<file path="src/rtl/lif_neuron_if.sv">
// ---------------------------------------------------------------------------
// lif_neuron_if -- synapse weight stream into the LIF neuron.
//   w_in     : signed 8-bit synapse weight (registered synapse read data)
//   w_valid  : w_in is valid this cycle
//   in_ready : neuron is integrating; weights offered while low are dropped
// master = weight source (synapse array), slave = neuron.
// ---------------------------------------------------------------------------
interface lif_neuron_if;
  logic signed [7:0] w_in;
  logic              w_valid;
  logic              in_ready;

  modport master (output w_in, output w_valid, input in_ready);
  modport slave  (input w_in, input w_valid, output in_ready);
endinterface

</file>
<file path="src/rtl/lif_neuron.sv">
// ---------------------------------------------------------------------------
// lif_neuron -- leaky integrate-and-fire neuron.
// Integrates signed synapse weights into a saturating 16-bit membrane
// potential. On each timestep tick it evaluates the threshold once. It then
// either fires a one-cycle spike followed by a refractory hold-off, or leaks.
//
// Ports:
//   clk       : clock, rising edge
//   rst       : asynchronous active-low reset
//   kill      : synchronous clear, same values as reset
//   tick      : end-of-timestep strobe (one cycle)
//   syn       : weight stream (lif_neuron_if.slave: w_in, w_valid, in_ready)
//   spike_out : registered one-cycle spike pulse
//   vmem_out  : registered signed membrane potential
//   spike_cnt : spikes since reset/kill, wraps 0xFFFF -> 0
//
// Build option: define LIF_LEAK_EN to apply the leak
// vmem -= vmem >>> LEAK_SHIFT on the no-spike evaluation path. Without it
// the neuron is pure integrate-and-fire and LEAK_SHIFT has no effect.
// ---------------------------------------------------------------------------
module lif_neuron #(
  parameter logic signed [15:0] VTH        = 16'sd256,
  parameter int unsigned        LEAK_SHIFT = 3,
  parameter int unsigned        REFRAC     = 2
) (
  input  logic               clk,
  input  logic               rst,
  input  logic               kill,
  input  logic               tick,
  lif_neuron_if.slave        syn,
  output logic               spike_out,
  output logic signed [15:0] vmem_out,
  output logic [15:0]        spike_cnt
);

  localparam int unsigned CW = (REFRAC < 2) ? 1 : $clog2(REFRAC + 1);

  if (LEAK_SHIFT < 1 || LEAK_SHIFT > 15) begin : g_bad_leak_shift
    $error("lif_neuron: LEAK_SHIFT must be in 1..15");
  end

  typedef enum logic [1:0] {
    S_INTEG  = 2'd0,
    S_EVAL   = 2'd1,
    S_REFRAC = 2'd2
  } state_t;

  state_t             state_q, state_d;
  logic signed [15:0] vmem_q, vmem_d;
  logic               spike_q, spike_d;
  logic [15:0]        cnt_q, cnt_d;
  logic [CW-1:0]      refc_q, refc_d;

  logic [16:0]        sum17;
  logic [15:0]        sat_sum;

  // 17-bit sum cannot overflow; disagreeing top bits mean 16-bit overflow.
  always_comb begin
    sum17 = {vmem_q[15], vmem_q} + {{9{syn.w_in[7]}}, syn.w_in};
    if (sum17[16] != sum17[15]) begin
      sat_sum = sum17[16] ? 16'h8000 : 16'h7FFF;
    end else begin
      sat_sum = sum17[15:0];
    end
  end

  always_comb begin
    state_d = state_q;
    vmem_d  = vmem_q;
    spike_d = 1'b0;
    cnt_d   = cnt_q;
    refc_d  = refc_q;
    if (kill) begin
      state_d = S_INTEG;
      vmem_d  = '0;
      cnt_d   = '0;
      refc_d  = '0;
    end else begin
      unique case (state_q)
        S_INTEG: begin
          if (syn.w_valid) vmem_d = sat_sum;
          if (tick)        state_d = S_EVAL;
        end
        S_EVAL: begin
          if (vmem_q >= VTH) begin
            spike_d = 1'b1;
            vmem_d  = '0;
            cnt_d   = cnt_q + 16'd1;
            refc_d  = CW'(REFRAC);
            state_d = (REFRAC == 0) ? S_INTEG : S_REFRAC;
          end else begin
`ifdef LIF_LEAK_EN
            // Arithmetic shift floors toward -inf, so the subtraction always
            // moves toward 0 and never crosses it (-1 -> 0).
            vmem_d = vmem_q - (vmem_q >>> LEAK_SHIFT);
`endif
            state_d = S_INTEG;
          end
        end
        S_REFRAC: begin
          vmem_d = '0;
          if (tick) begin
            refc_d = refc_q - CW'(1);
            if (refc_q == CW'(1)) state_d = S_INTEG;
          end
        end
        default: state_d = S_INTEG;
      endcase
    end
  end

  always_ff @(posedge clk or negedge rst) begin
    if (!rst) begin
      state_q <= S_INTEG;
      vmem_q  <= '0;
      spike_q <= 1'b0;
      cnt_q   <= '0;
      refc_q  <= '0;
    end else begin
      state_q <= state_d;
      vmem_q  <= vmem_d;
      spike_q <= spike_d;
      cnt_q   <= cnt_d;
      refc_q  <= refc_d;
    end
  end

  assign syn.in_ready = (state_q == S_INTEG);
  assign spike_out    = spike_q;
  assign vmem_out     = vmem_q;
  assign spike_cnt    = cnt_q;

endmodule

</file>
<file path="src/flat_wrapper.sv">
// flat-port wrapper written by rule: the top's interface ports become plain ports
module lif_neuron_flat 
#(
  parameter logic signed [15:0] VTH        = 16'sd256,
  parameter int unsigned        LEAK_SHIFT = 3,
  parameter int unsigned        REFRAC     = 2
)
  (clk, rst, kill, tick, spike_out, vmem_out, spike_cnt, syn_w_in, syn_w_valid, syn_in_ready);
  lif_neuron_if syn_i ();
  input  logic clk;
  input  logic rst;
  input  logic kill;
  input  logic tick;
  output logic spike_out;
  output logic signed [15:0] vmem_out;
  output logic [15:0] spike_cnt;
  input wire logic [$bits(syn_i.w_in)-1:0] syn_w_in;
  input wire logic [$bits(syn_i.w_valid)-1:0] syn_w_valid;
  output wire logic [$bits(syn_i.in_ready)-1:0] syn_in_ready;
  assign syn_i.w_in = syn_w_in;
  assign syn_i.w_valid = syn_w_valid;
  assign syn_in_ready = syn_i.in_ready;
  lif_neuron #(.VTH(VTH), .LEAK_SHIFT(LEAK_SHIFT), .REFRAC(REFRAC)) u_core (.clk(clk), .rst(rst), .kill(kill), .tick(tick), .syn(syn_i), .spike_out(spike_out), .vmem_out(vmem_out), .spike_cnt(spike_cnt));
endmodule
</file>
<file path="config.mk">
export PLATFORM = sky130hd
export DESIGN_NAME = lif_neuron_flat
export DESIGN_NICKNAME = d
export VERILOG_FILES = /design/src/rtl/lif_neuron_if.sv /design/src/rtl/lif_neuron.sv /design/src/flat_wrapper.sv
export SDC_FILE = /design/constraint.sdc
export NUM_CORES = 1
export LEC_CHECK = 0
export BUFFER_PORTS_ARGS = -buffer_cell sky130_fd_sc_hd__buf_2
export CAP_MARGIN = 20
export CORE_ASPECT_RATIO = 1.25
export CORE_UTILIZATION = 50
export CTS_CLUSTER_SIZE = 40
export DETAILED_ROUTE_END_ITERATION = 7
export GPL_TIMING_DRIVEN = 0
export PLACE_DENSITY = 0.73
export SYNTH_ARGS = -nofsm -noshare
export SYNTH_HDL_FRONTEND = slang
export SYNTH_SLANG_ARGS = --single-unit
</file>
<file path="constraint.sdc">
create_clock -name clk -period 4 [get_ports clk]
set_clock_uncertainty 0.1 [all_clocks]
set_input_delay 0.4 -clock clk [delete_from_list [all_inputs] [get_ports clk]]
set_output_delay 0.4 -clock clk [all_outputs]
set_load 0.05 [all_outputs]
</file>
# Yosys cells after proc, flatten, opt, wreduce, memory -nomap -nowiden

Index checks and enable logic that the tools add are counted.

Register bits after elaboration: 37
Logic and storage cells: 49

Eq/ne operators: 9
Reduce and logical (&&, ||, !) cells: 9
$add $sub $neg: 3
Multiplexer cells: 22
$lt $le $gt $ge: 1

Operators by type and width:

| kind                                                                                  | number |
|---|---|
| 16-bit two-way mux                                                                    | 8 |
| 16-bit case mux with 3 select lines                                                   | 1 |
| 16-bit by 8-bit adder with 17-bit output                                              | 1 |
| 16-bit by 1-bit adder with 16-bit output, second input constant                       | 1 |
| 16-bit by 10-bit greater-or-equal comparator with 1-bit output, second input constant | 1 |
| 2-bit two-way mux                                                                     | 8 |
| 3-bit inequality test, second input constant                                          | 3 |
| 3-bit AND reduction                                                                   | 3 |
| 3-bit by 2-bit inequality test with 1-bit output, second input constant               | 2 |
| 2-bit case mux with 3 select lines                                                    | 1 |
| 2-bit by 1-bit == test with 1-bit output, second input constant                       | 2 |
| 2-bit case mux with 2 select lines                                                    | 1 |
| 2-bit nonzero test                                                                    | 2 |
| 4-bit nonzero test                                                                    | 1 |
| 1-bit two-way mux                                                                     | 3 |
| 3-bit nonzero test                                                                    | 1 |
| 2-bit == test, second input constant                                                  | 1 |
| 2-bit zero test                                                                       | 1 |
| 2-bit AND reduction                                                                   | 1 |
| 2-bit by 1-bit subtractor with 2-bit output, second input constant                    | 1 |
| 1-bit inequality test                                                                 | 1 |

# Depth between registers and ports, before layout

Gate-level depths: netlist of run 1.

Depth in word-level cells: 6
Gate-level depth with buffers: 10
Depth with buffers taken out: 9

# Worst setup path after synthesis of run 1

No wires, ideal clock.

Path type: register to register
From: register u_core.vmem_q[0], in the netlist u_core.vmem_out[0]
To: register u_core.vmem_q[2], in the netlist u_core.vmem_out[2]
Setup slack: 0.922 ns
Period minus slack after synthesis: 3.078 ns
Cell stages (with the launch flop): 11
Required time: 3.773 ns
Arrival time: 2.852 ns
Library setup time: 0.127 ns
Cell sequence: dfrtp_1 > ha_1 > fa_1 > a211oi_1 > o21ai_1 > o2111ai_1 > o21ai_1 > mux2i_1 > nor2_1 > buf_2 > a221o_2

Word-level cells in the longest chain between the ends: 6
Elaborated cells on any way between the ends: 10
Those cells by class: 1 x add/sub; 1 x order compare; 2 x eq/ne; 5 x mux; 1 x reduce/logical

RTL lines:

| what                                                               | RTL line                           | source |
|---|---|---|
| start: declaration                                                 | lif_neuron.sv:49                   | `logic signed [15:0] vmem_q, vmem_d;` |
| start signal: assignment                                           | lif_neuron.sv:121                  | `vmem_q <= vmem_d;` |
| 16-bit by 8-bit adder with 17-bit output                           | lif_neuron.sv:59                   | `sum17 = {vmem_q[15], vmem_q} + {{9{syn.w_in[7]}}, syn.w_in};` |
| 16-bit two-way mux / 1-bit inequality test (equally long branches) | lif_neuron.sv:61, lif_neuron.sv:60 |  |
| 16-bit two-way mux                                                 | lif_neuron.sv:60                   | `if (sum17[16] != sum17[15]) begin` |
| 16-bit two-way mux                                                 | lif_neuron.sv:81                   | `if (syn.w_valid) vmem_d = sat_sum;` |
| 16-bit case mux with 3 select lines                                | lif_neuron.sv:79                   | `unique case (state_q)` |
| 16-bit two-way mux                                                 | lif_neuron.sv:73                   | `if (kill) begin` |

Several ways; a longest one is shown, not always the timed one. The select of a mux whose other input is x is not followed.
A chain may end at the register's enable or synchronous reset.

# Worst setup path after layout of run 1

Same ends and word-level chain as after synthesis.

==> results.py, run 1 <==
metrics = {
    "run_status": {
        "status": "finished clean",
    },
    "timing": {
        "worst_pin_slew_ns": 0.817,
        "rsz0062_at_grt": "false",
        "hold_ws_ns": 0.102,
        "slew_headroom_pct": 45.2,
        "setup_viol": 0,
        "final_max_slew_viol_count": 0,
        "min_period_over_period_pct": 81.1,
        "finalHoldViolCount": 0,
        "max_freq_ghz": 0.308,
        "setup_tns_ns": 0,
        "period_minus_slack_ns": 3.24,
    },
    "worst_setup_path": {
        "crit_chain": "ha_1 > fa_1 > a211oi_1 > o21ai_1 > o2111ai_1 > o21ai_1 > mux2i_1 > nor2_1 > buf_2 > a221o_2",
        "cpMostUsedCell": "o21ai_1",
        "cp_slowest_stage_delay_ns": 0.45,
        "crit_path_top_delay_cell": "fa_1",
        "criticalPathCategory": "reg -> reg",
        "path_max_fanout": 10,
        "crit_family": "compound AO/OA/AOI/OAI gates",
        "setup.worst_path.end_class": "flop",
        "worst_setup_path_start_kind": "flop",
        "required_ns": 4.07,
        "path_buf_inv": 1,
        "arrival_ns": 3.31,
    },
    "clock_network": {
        "post-cts-setup-buffers": 0,
        "clock_sinks": 37,
        "numCtsBuffers": 5,
        "clkTransAtPathRegs_ns": 0.07,
        "ctsHoldBuffers": 0,
        "clock-root-buffer": "clkbuf_8",
        "worstSkewPairLatency_ns": 0.28,
        "tritoncts": "built",
        "h-tree-depth": 2,
        "clock_path_buffers": 2,
        "cts_resized": 0,
    },
    "yosys": {
        "synthXorXnorAreaFrac_pct": 8.52,
        "synth_mux_area_share_pct": 1.88,
        "async_flop_share_pct": 100,
        "syn_inst": 255,
        "yosysUniqueCellTypes": 48,
        "synth-edff-count": 0,
        "seq_area_frac_synth_pct": 37.5,
        "synth_ff_type": "dfrtp_1",
        "synth_compound_area_share_pct": 21.4,
        "avgSynthCellArea_um2": 9.68,
        "synth_top_area_share_pct": 37.5,
        "synth.largest_area_cell": "dfrtp_1",
        "synth_top_family_by_area": "compound AO/OA/AOI/OAI gates",
        "yosysWarnings": 0,
        "syn_nets": 291,
        "syn-cell-area_um2": 2470,
        "synth_area_leaders": "dfrtp_1 (38%), ha_1 (11%), xor2_1 (4.6%)",
        "ys_ff_latch": 37,
        "synthAdderAreaFrac_pct": 12.0,
        "yosys.area_share.simple_pct": 16.0,
    },
    "final_layout": {
        "ff_latch_area_um2": 926,
        "fill_cells": 427,
        "drive_gt1_share_pct": 21.4,
        "area_delta_synth_final_pct": 15.9,
        "fin_nets": 344,
        "n_antenna_cell": 0,
        "multi_input_area_um2": 1480,
    },
    "global_route": {
        "use_met3_pct": 3.41,
        "grt_use_met2_pct": 35.8,
        "met1_usage_pct": 26.0,
        "grt_use_total_pct": 20.9,
        "grt_max_degree": 38,
        "grt_overflow": 0,
        "grt_pass1_vias": 1886,
        "grt_pass1_wl_mm": 8.53,
        "top_usage_layer": "met2",
        "antenna_found_initial": 0,
    },
    "detailed_routing": {
        "drc_errors": 0,
        "drtIter0Drc": 115,
        "dr.pass1.iters": 4,
        "wirelength_mm": 5.12,
        "viasPerCell": 5.67,
        "vias": 2088,
        "wire_per_inst_um": 13.9,
        "ant_nets": 0,
    },
    "power_and_ir_drop": {
        "sw_frac_of_total_pct": 46.0,
        "ir_drop_mv": 0.295,
        "power_frac_comb_pct": 57.1,
        "p_per_area_nw_per_um2": 631,
        "p_int_mw": 0.974,
        "switching_power_mw": 0.831,
        "pwr-share-seq_pct": 28.8,
        "pwr-share-clk_pct": 14.1,
        "p_leak_nw": 1.43,
        "power_mw": 1.81,
    },
    "floorplan": {
        "dieArea_um2": 5220,
        "core-area_um2": 4730,
        "dieHeight_um": 80.5,
        "initial_core_util_pct": 52.2,
        "die_w_um": 64.8,
        "io_pins": 47,
        "rows": 28,
    },
    "flow_run": {
        "cap_violations": 0,
    },
    "place": {
        "io_buffers": 46,
        "finalWeightedCongestion": 0.806,
        "hpwl_mm": 3.95,
    },
    "min_path": {
        "holdCritPathClass": "in -> async",
    },
}
-- path summary, 6_finish.rpt --
kind	startpoint	to	slack [ns]	cells past startpoint
worst max-delay path	u_core.vmem_out[0]	u_core.vmem_out[2]	0.76	10
worst min-delay path	rst	u_core.spike_cnt[5]	0.10	1
worst max register to register	u_core.vmem_out[0]	u_core.vmem_out[2]	0.76	10
worst min register to register	u_core.spike_cnt[15]	u_core.spike_cnt[15]	0.45	2
max in group asynchronous	rst	u_core.spike_out	3.19	1
min in group clk	kill	u_core.spike_out	0.26	2
-- logic make-up after synthesis --
| kind of cell | after synthesis |
|---|---|
| flops | 37 |
| simple gates | 80 |
| xor+xnor | 24 |
| fa+ha+maj | 23 |
| buf+inv | 13 |
| compound gates | 74 |
| mux | 4 |
-- through the flow --
stage / instance area (µm²) / setup slack [ns] / cells / utilization [%]
floorplan: 2470 / 0.922 / 255 / -
global placement: 2770 / 0.726 / 361 / 58.6
detailed placement: 2770 / 0.644 / 361 / 58.6
CTS: 2860 / 0.739 / 368 / 60.4
global route: 2860 / 0.600 / 368 / 60.4
finish: 2860 / 0.755 / 368 / 60.4
-- cell usage in the layout, fill, tap and decap left out, drive strengths merged, types with 3 or more instances in the layout --
| master | Yosys | final |
|---|---|---|
| a211oi | 5 | 5 |
| a21o | 5 | 5 |
| a21oi | 18 | 18 |
| a221o | 13 | 13 |
| a221oi | 3 | 3 |
| and3 | 5 | 5 |
| and4 | 4 | 4 |
| buf | 3 | 49 |
| clkbuf | 4 | 11 |
| dfrtp | 37 | 37 |
| ha | 22 | 22 |
| inv | 6 | 6 |
| nand2 | 20 | 20 |
| nand2b | 5 | 5 |
| nand3 | 4 | 4 |
| nand4 | 5 | 5 |
| nor2 | 27 | 27 |
| nor2b | 3 | 3 |
| o21a | 3 | 3 |
| o21ai | 16 | 16 |
| o31ai | 3 | 3 |
| or3 | 3 | 3 |
| xnor2 | 11 | 11 |
| xor2 | 13 | 13 |
-- registers in the layout, indices dropped and copies added, names as in the netlist --
register,count
u_core.spike_cnt,16
u_core.state_q,2
u_core.vmem_out,16
u_core.spike_out,1
u_core.refc_q,2
-- area by class of cell --
class | instances | area share (%)
sequential | 37 | 32.4
inverter | 6 | 0.788
multi-input combinational | 205 | 51.6
tap | 60 | 2.63
buffer | 7 | 1.53
timing repair buffer | 46 | 8.05
clock buffer | 7 | 3.02
-- worst reg2reg max path, delay by kind of cell, from the launching register on --
kind            cells  cell delay [ns]
mux                 1             0.27
flops               1             0.40
buf+inv             1             0.21
compound gates      5             1.29
fa+ha+maj           2             0.70
simple gates        1             0.16
-- power groups by stage --
stage	Sequential (mW)	Combinational, mW	Clock (mW)
after floorplan	0.691	0.652	0
after global placement	0.524	1.02	0
after detailed placement	0.523	1.04	0
after CTS	0.520	1.04	0.263
after global routing	0.529	1.14	0.281
final	0.520	1.03	0.255
-- synthesized netlist by cell type (all sizes together), types with 5 or more instances --
cell type   n
a221o      13
xnor2      11
and3        5
a21o        5
ha         22
xor2       13
o21ai      16
a21oi      18
a211oi      5
nand4       5
dfrtp      37
inv         6
nor2       27
nand2      20
nand2b      5
-- metal layers --
metal	vias to the layer above	part of all wire, %
li1	1050	-
met5	-	0
met3	8	4.1
met2	55	49
met1	975	45
met4	0	1.8
Power figures use the tool's default switching activity.
==> inputs of run 2 (changes only) <==
--- a/config.mk
+++ b/config.mk
@@ -12,7 +12,7 @@
 export CTS_CLUSTER_SIZE = 40
 export DETAILED_ROUTE_END_ITERATION = 7
 export GPL_TIMING_DRIVEN = 0
-export PLACE_DENSITY = 0.73
+export PLACE_DENSITY = 0.76
 export SYNTH_ARGS = -nofsm -noshare
 export SYNTH_HDL_FRONTEND = slang
 export SYNTH_SLANG_ARGS = --single-unit
==> constraint.sdc (replaced) <==
create_clock -name clk -period 2.72 [get_ports clk]
set_clock_uncertainty 0.1 [all_clocks]
set_input_delay 0.272 -clock clk [delete_from_list [all_inputs] [get_ports clk]]
set_output_delay 0.272 -clock clk [all_outputs]
set_load 0.05 [all_outputs]
==> results.py, run 2 (synthesis results as in run 1) <==
metrics = {
    "run_status": {
        "status": "finished clean",
    },
    "final_layout": {
        "final_cell_mix": "buf_2 (46), dfrtp_1 (25), nor2_1 (24), nand2_1 (20), a21oi_1 (15)",
        "drive_gt1_share_pct": 36.6,
        "utilization_pct": 67.6,
        "layout_commonest_cell": "buf_2",
        "fill_cells": 381,
        "area_delta_synth_final_pct": 29.6,
        "fin_nets": 357,
        "n_antenna_cell": 0,
    },
    "place": {
        "hpwl_mm": 4.17,
        "io_buffers": 46,
        "finalWeightedCongestion": 0.848,
    },
    "power_and_ir_drop": {
        "switching_power_mw": 1.40,
        "power_frac_comb_pct": 61.5,
        "sw_frac_of_total_pct": 46.0,
        "p_int_mw": 1.64,
        "p_per_area_nw_per_um2": 948,
        "power_mw": 3.03,
        "pwr-share-clk_pct": 12.7,
        "p_leak_nw": 1.49,
        "ir_drop_mv": 0.628,
        "pwr-share-seq_pct": 25.8,
    },
    "timing": {
        "worst_pin_slew_ns": 0.803,
        "final_max_slew_viol_count": 0,
        "min_period_over_period_pct": 99.3,
        "hold_ws_ns": 0.154,
        "setup_viol": 0,
        "finalHoldViolCount": 0,
        "slew_headroom_pct": 46.5,
        "period_minus_slack_ns": 2.70,
        "max_freq_ghz": 0.370,
        "rsz0062_at_grt": "true",
    },
    "floorplan": {
        "rows": 28,
        "dieHeight_um": 80.5,
        "initial_core_util_pct": 52.2,
        "die_w_um": 64.8,
        "core-area_um2": 4730,
        "dieArea_um2": 5220,
        "io_pins": 47,
    },
    "global_route": {
        "grt_pass1_vias": 2228,
        "grt_pass1_wl_mm": 9.63,
        "grt_max_degree": 38,
        "grt_use_total_pct": 23.8,
        "grt_overflow": 0,
        "antenna_found_initial": 0,
    },
    "detailed_routing": {
        "vias": 2232,
        "dr.pass1.iters": 4,
        "wl_met3_um": 202,
        "wire_per_inst_um": 15.8,
        "ant_nets": 0,
        "wirelength_mm": 6.05,
        "drtIter0Drc": 116,
        "drc_errors": 0,
        "viasPerCell": 5.84,
        "wl_met2_mm": 3.24,
        "wl_met1_mm": 2.48,
        "highest_layer": "met4",
    },
    "worst_setup_path": {
        "r2r_end": "u_core.vmem_out[11]",
        "required_ns": 2.78,
        "setup.worst_path.end_class": "flop",
        "crit_family": "compound AO/OA/AOI/OAI gates",
        "timing.rr.start": "u_core.vmem_out[13]",
        "r2r_cells": 9,
        "crit_chain": "ha_4 > a21o_1 > a31o_1 > a221oi_2 > o31ai_4 > mux2_4 > and3b_4 > buf_6 > a221o_1",
        "cp_slowest_stage_delay_ns": 0.43,
        "startpoint": "u_core.vmem_out[13]",
        "path_max_fanout": 5,
        "criticalPathCategory": "reg -> reg",
        "r2r_slack_ns": 0.02,
        "path_buf_inv": 1,
        "arrival_ns": 2.77,
        "worst_setup_path_start_kind": "flop",
        "crit_path_top_delay_cell": "dfrtp_2",
    },
    "clock_network": {
        "clock-root-buffer": "clkbuf_8",
        "worstSkewPairLatency_ns": 0.28,
        "h-tree-depth": 2,
        "clkTransAtPathRegs_ns": 0.07,
        "clock_sinks": 37,
        "tritoncts": "built",
        "clock_path_buffers": 2,
        "numCtsBuffers": 5,
    },
    "min_path": {
        "whs_path_depth": 2,
        "min-delay-start": "kill",
        "holdCritPathClass": "in -> reg",
        "holdPathEnd": "u_core.spike_out",
    },
    "flow_run": {
        "cap_violations": 0,
    },
}
## run 2: how the worst max path moves through the flow
stage,endpoint,slack (ns),cells past startpoint
after floorplan,u_core.vmem_out[2],-0.04,10
after global placement,u_core.vmem_out[2],-0.14,10
after detailed placement,u_core.vmem_out[2],-0.19,9
after CTS,u_core.vmem_out[2],0.002,10
after global routing,u_core.vmem_out[14],-0.01,9
final,u_core.vmem_out[11],0.02,9
## run 2: power groups by stage
stage / clock network, mW / registers, mW / logic [mW]
after floorplan: 0 / 1.03 / 0.993
after global placement: 0 / 0.788 / 1.54
after detailed placement: 0 / 0.785 / 1.58
after CTS: 0.394 / 0.777 / 1.71
after global routing: 0.415 / 0.796 / 2.02
final: 0.386 / 0.783 / 1.86
## run 2: final cells by class
class	count	area, µm²	share of cell area [%]
inverters	6	22.5	0.705
plain buffers	5	35.0	1.10
multi-input cells	205	1680	52.6
repair buffers	61	353	11.0
clock buffers	8	90.1	2.82
well taps	60	75.1	2.35
flip-flops and latches	37	941	29.4
## run 2: repair_timing
item / 4_1_cts / 5_1_grt
endpoints found under the setup margin: 14 / 16
gates cloned: 1 / 0
pin swaps: 13 / 11
hold endpoints to repair: 7 / 0
gates resized for setup: 12 / 21
hold buffers: 1 / 0
buffers inserted: 10 / 3
## run 2: routing by layer
metal	track usage, %	vias up
met3	3.69	16
met4	9.78	0
li1	-	1079
met5	0	-
met1	26.8	1079
met2	43.6	58
## run 2: through the flow
step / instance area, µm² / TNS [ns] / cells / setup slack, ns
2_1_floorplan: 2540 / -0.159 / 255 / -0.0434
3_3_place_gp: 2850 / -1.51 / 361 / -0.139
3_5_place_dp: 2850 / -1.70 / 361 / -0.192
4_1_cts: 3080 / 0 / 379 / 0.00198
5_1_grt: 3200 / -0.0329 / 382 / -0.0119
6_report: 3200 / 0 / 382 / 0.0182
